**src/rtl/rocketcpu_adsr_envelope.sv**
```systemverilog
// ADSR envelope generator, stepped once per audio sample strobe.
// Ports: i_clk, i_rst_n (async low), i_sample_stb, i_gate, rates and
// sustain level in; o_env level, o_env_valid, o_state, o_active out.
module rocketcpu_adsr_envelope #(
  parameter int WIDTH = 16,
  parameter int ACC_W = 32
) (
  input  logic             i_clk,
  input  logic             i_rst_n,
  input  logic             i_sample_stb,
  input  logic             i_gate,
  input  logic [ACC_W-1:0] i_attack_inc,
  input  logic [ACC_W-1:0] i_decay_dec,
  input  logic [WIDTH-1:0] i_sustain_lvl,
  input  logic [ACC_W-1:0] i_release_dec,
  output logic [WIDTH-1:0] o_env,
  output logic             o_env_valid,
  output logic [2:0]       o_state,
  output logic             o_active
);

  typedef enum logic [2:0] {
    IDLE    = 3'd0,
    ATTACK  = 3'd1,
    DECAY   = 3'd2,
    SUSTAIN = 3'd3,
    RELEASE = 3'd4
  } state_t;

  localparam logic [ACC_W-1:0] MAX = '1;

  state_t           state;
  state_t           state_n;
  logic [ACC_W-1:0] acc;
  logic [ACC_W-1:0] acc_n;
  logic             gate_q;
  logic             valid_q;

  logic [ACC_W-1:0] sus;
  logic [ACC_W:0]   att_sum;
  logic [ACC_W:0]   dec_dif;
  logic [ACC_W:0]   rel_dif;
  logic             rise;
  logic             fall;
  logic             held;

  // sustain level occupies the top WIDTH bits of the accumulator
  assign sus = ACC_W'(i_sustain_lvl) << (ACC_W - WIDTH);

  // one extra bit so overflow/borrow is visible instead of wrapping
  assign att_sum = {1'b0, acc} + {1'b0, i_attack_inc};
  assign dec_dif = {1'b0, acc} - {1'b0, i_decay_dec};
  assign rel_dif = {1'b0, acc} - {1'b0, i_release_dec};

  assign rise = i_gate & ~gate_q;
  assign fall = ~i_gate & gate_q;
  assign held = (state == ATTACK) | (state == DECAY)
              | (state == SUSTAIN);

  always_comb begin
    state_n = state;
    acc_n   = acc;
    if (rise) begin
      state_n = ATTACK;
    end else if (fall && held) begin
      state_n = RELEASE;
    end else begin
      case (state)
        IDLE: begin
          acc_n = '0;
        end
        ATTACK: begin
          if (i_attack_inc == '0 ||
              att_sum >= {1'b0, MAX}) begin
            acc_n   = MAX;
            state_n = DECAY;
          end else begin
            acc_n = att_sum[ACC_W-1:0];
          end
        end
        DECAY: begin
          // a borrow means acc - dec went below zero, hence below SUS
          if (i_decay_dec == '0 || dec_dif[ACC_W] ||
              dec_dif[ACC_W-1:0] <= sus) begin
            acc_n   = sus;
            state_n = SUSTAIN;
          end else begin
            acc_n = dec_dif[ACC_W-1:0];
          end
        end
        SUSTAIN: begin
          acc_n = sus;
        end
        RELEASE: begin
          if (i_release_dec == '0 || rel_dif[ACC_W] ||
              rel_dif[ACC_W-1:0] == '0) begin
            acc_n   = '0;
            state_n = IDLE;
          end else begin
            acc_n = rel_dif[ACC_W-1:0];
          end
        end
        default: begin
          acc_n   = '0;
          state_n = IDLE;
        end
      endcase
    end
  end

  always_ff @(posedge i_clk or negedge i_rst_n) begin
    if (!i_rst_n) begin
      state   <= IDLE;
      acc     <= '0;
      gate_q  <= 1'b0;
      valid_q <= 1'b0;
    end else begin
      valid_q <= i_sample_stb;
      if (i_sample_stb) begin
        state  <= state_n;
        acc    <= acc_n;
        gate_q <= i_gate;
      end
    end
  end

  assign o_env       = acc[ACC_W-1 -: WIDTH];
  assign o_env_valid = valid_q;
  assign o_state     = state;
  assign o_active    = (state != IDLE);

endmodule

```
**config.mk**
```make
export PLATFORM = sky130hd
export DESIGN_NAME = rocketcpu_adsr_envelope
export DESIGN_NICKNAME = d
export VERILOG_FILES = /design/src/rtl/rocketcpu_adsr_envelope.sv
export SDC_FILE = /design/constraint.sdc
export NUM_CORES = 1
export LEC_CHECK = 0
export CORE_MARGIN = 2
export CORE_UTILIZATION = 35
export DETAILED_ROUTE_END_ITERATION = 12
export MAX_ROUTING_LAYER = met4
export SLEW_MARGIN = 20
export SYNTH_ARGS = -nofsm -noshare
export SYNTH_HDL_FRONTEND = slang
export SYNTH_SLANG_ARGS = --single-unit
```
**constraint.sdc**
```tcl
create_clock -name i_clk -period 5.5 [get_ports i_clk]
set_input_delay 1.1 -clock i_clk [delete_from_list [all_inputs] [get_ports i_clk]]
set_output_delay 1.1 -clock i_clk [all_outputs]
set_load 0.05 [all_outputs]
```
==> key figures <==
Outcome
  – Status: complete, but fails checks
  – Failing checks: negative setup slack

Floorplanning
  – Die W: roughly 160 µm
  – Core area: 25180 µm²
  – Die area: around 27000 µm²
  – Row count: 58
  – Die Ht: 164.2 µm
  – Initial Util: a little over a third
  – Ports: 137

Synth
  – Sequential area share after synthesis: 10.31%
  – Mapped Cells: 1259
  – XOR/XNOR Fraction of Synth Area: 6.829%
  – Complex-gate fraction of the synthesized area: 34.93%
  – Syn avg cell area: 7.131 µm²
  – Synthesis-stage register bit count: 37
  – Area of the mapped netlist: 8977 µm²
  – Largest family of logic cells by synthesized area: compound AO/OA/AOI/OAI gates
  – Multiplexer share of the synthesized area: less than 1%
  – Post-Synth Adder-Cell Area: between 10% and 20%
  – Synth area leader: ha_1
  – Number of enable flip-flop cells after synthesis: 0
  – Most common cell in the netlist: inv_1
  – Commonest register cell after synthesis: dfrtp_1
  – Ys Warns: 0
  – Distinct cells, synth: 80
  – Synth Area in Simple Gates: 22.72%
  – Area share of the largest cell type after synthesis: 15.61%
  – Top cells by count, synth: inv_1 (115), ha_1 (112), a21oi_1 (93), o21ai_0 (93), nand2_1 (91)
  – Synth Net Count: around 1.5k
  – Post-synth ARST share: 100.0%
  – Largest cells by area after synthesis: ha_1 (16%), dfrtp_1 (10%), a21oi_1 (5.2%)

Critical path
  – Worst EP arrival: 6.54 ns
  – Most used cell, CP: buf_4
  – CP endpoint kind: register
  – CP required: 5.70 ns
  – Slowest-stage cell, CP: or4_4
  – Max FO, Critical Path: 7
  – Critical path type: in2reg
  – CP Launch Type: input pin
  – CP peak stage delay: a little under 0.5 ns

Cells and area
  – Share of layout cells above drive strength 1: 20.69%
  – Layout Cells excl Fill: ~1.9k
  – Fillers: 2467
  – Net count, final: ~1.8k
  – # diodes: 0
  – P&R area growth vs syn: 43.12%

Clock network
  – Root cell of the clock tree: clkbuf_16
  – CTS buffer count: 5
  – CTS tree: built
  – Clock Pin Slew Worst Setup and Hold Paths: roughly 0.060 ns
  – TritonCTS Sinks: 37
  – H-tree depth: 2
  – Max clock buf depth: 2
  – Clk_lat worst skew: around 0.29 ns

Route
  – Drt drc: 0
  – Via count: 11.15k
  – Post-DRT Antenna Nets: 0
  – Total Wirelength: 39440 µm
  – Routed wire per std cell: 20.80 µm
  – Initial DRC Count: ~730
  – Vias per cell: 5.882
  – First-pass DRT Iterations: 5

Place
  – Inst Count DP: around 1.9k
  – GPL Wtd Cong: 0.9914
  – Dpl hpwl: approximately 33000 µm
  – Port bufs: 136

Power and ir drop
  – Total power: 0.006443 W
  – Max VDD drop: 0.2477 mV
  – Power per cell area: 501.5 nW/µm²
  – Leak: slightly below 6 nW

GRT
  – Overall Global Routing Usage: 29.45%
  – Total gr overflow: 0
  – Antenna violations before repair: 0
  – Largest net degree at the start of global routing: 38
  – Number of global-route vias before repair: 10.72k
  – First-pass GRT wire length: 59230 µm

Hold path
  – Worst hold path type: reg2reg

Timing
  – Final WS setup: -0.8449 ns
  – Worst slew pin tran: about 0.92 ns
  – Fin. Hold Viols: 0
  – Max Slew Vio Count: 0
  – Post-layout min period: roughly 6.3 ns
  – Slew HR: 38.82%
  – RSZ-0062 raised after global routing: yes
  – Clock Skews: 0.004219 ns
  – Endpoints failing setup: 34
  – Fmax: 157.6 MHz
  – Period utilization: 115.4%

Run
  – Max-Cap Viols: 0
## final cells by class
cell class	instances	area [µm²]	share of cell area, %
inverter	115	431.7	3.360
timing repair buffer	360	3089	24.04
clock inverter	1	5.005	0.03895
clock buffer	7	152.6	1.188
tap	330	412.9	3.214
multi-input combinational	1046	7831	60.95
sequential	37	925.9	7.206
## placed cells by master, fill, tap and decap left out, drive strengths merged, types with 10 or more instances in the layout
cell / synthesis / layout
a22oi: 17 / 17
a31oi: 19 / 19
and2: 13 / 13
nand4: 28 / 28
xnor2: 44 / 44
o21ai: 94 / 94
o21bai: 11 / 11
nor2b: 14 / 14
dlygate4sd2: 0 / 12
or3: 10 / 10
nor4: 32 / 32
dfrtp: 37 / 37
o21a: 22 / 22
clkdlybuf4s50: 0 / 121
nand2b: 13 / 13
nand3: 39 / 39
a221oi: 13 / 13
buf: 21 / 227
inv: 115 / 115
a21oi: 93 / 93
xor2: 26 / 26
a211oi: 20 / 20
ha: 112 / 112
o211ai: 26 / 26
nand2: 91 / 91
and3: 12 / 13
nor3: 27 / 27
a21o: 45 / 45
nor2: 68 / 68
## logic make-up after synthesis
kind of cell / Yosys count
flops: 37
compound gates: 462
xor+xnor: 70
simple gates: 391
mux: 7
fa+ha+maj: 115
buf+inv: 177
## where the power goes
group          switching (W)  internal [W]
Clock               0.000117      0.000192
Sequential          0.000151      0.000370
Combinational        0.00316       0.00245
## metal layers
layer	vias to the layer above	track usage, %	part of all wire [%]
met3	40	2.551	8.2
met5	-	-	0
met1	5241	40.16	45
met4	0	7.416	2.4
li1	5390	-	-
met2	482	46.96	44
## final timing paths
check / from / end / slack, ns / depth (start not counted)
worst max-delay path: i_decay_dec[18] / acc[17] / -0.84 / 29
worst max register to register: acc[1] / acc[17] / -0.38 / 26
min in group asynchronous: i_rst_n / o_env_valid / 0.94 / 1
max in group asynchronous: i_rst_n / acc[8] / 3.97 / 1
worst min-delay path: gate_q / o_state[2] / 0.60 / 2
worst min register to register: gate_q / o_state[2] / 0.60 / 2
## worst max-delay path: cells and delay by family
family | cells | cell delay, ns
AOI/OAI and AO/OA | 12 | 1.75
xor gates and xnor gates | 1 | 0.13
and+or+nand+nor | 6 | 1.54
adders and majority gates | 2 | 0.59
buffers and inverters | 8 | 1.43
## registers in the layout, summed over array words and instances (netlist names)
name / flops
o_env_valid: 1
acc: 32
gate_q: 1
o_state: 3
## per-stage QoR
stage                     instance area, µm²  util (%)  hold slack (ns)  setup TNS, ns  setup slack, ns
after CTS                              12660     50.28           0.5975         -27.10          -0.8829
after global routing                   12850     51.02           0.6472         -33.45           -1.101
final                                  12850     51.02           0.6022         -25.48          -0.8449
after floorplan                         9081         -           0.5050         -18.18          -0.7036
after global placement                 12070     47.95           0.5928         -48.24           -1.531
after detailed placement               12070     47.95           0.5849         -53.62           -1.683
## timing repair
action / in CTS / in global routing
endpoints found under the setup margin: 34 / 35
setup buffers: 15 / 7
pin swaps: 37 / 16
resized for setup: 89 / 24
hold buffers: 0 / 0
gates cloned: 1 / 0
Power figures use the tool's default switching activity.
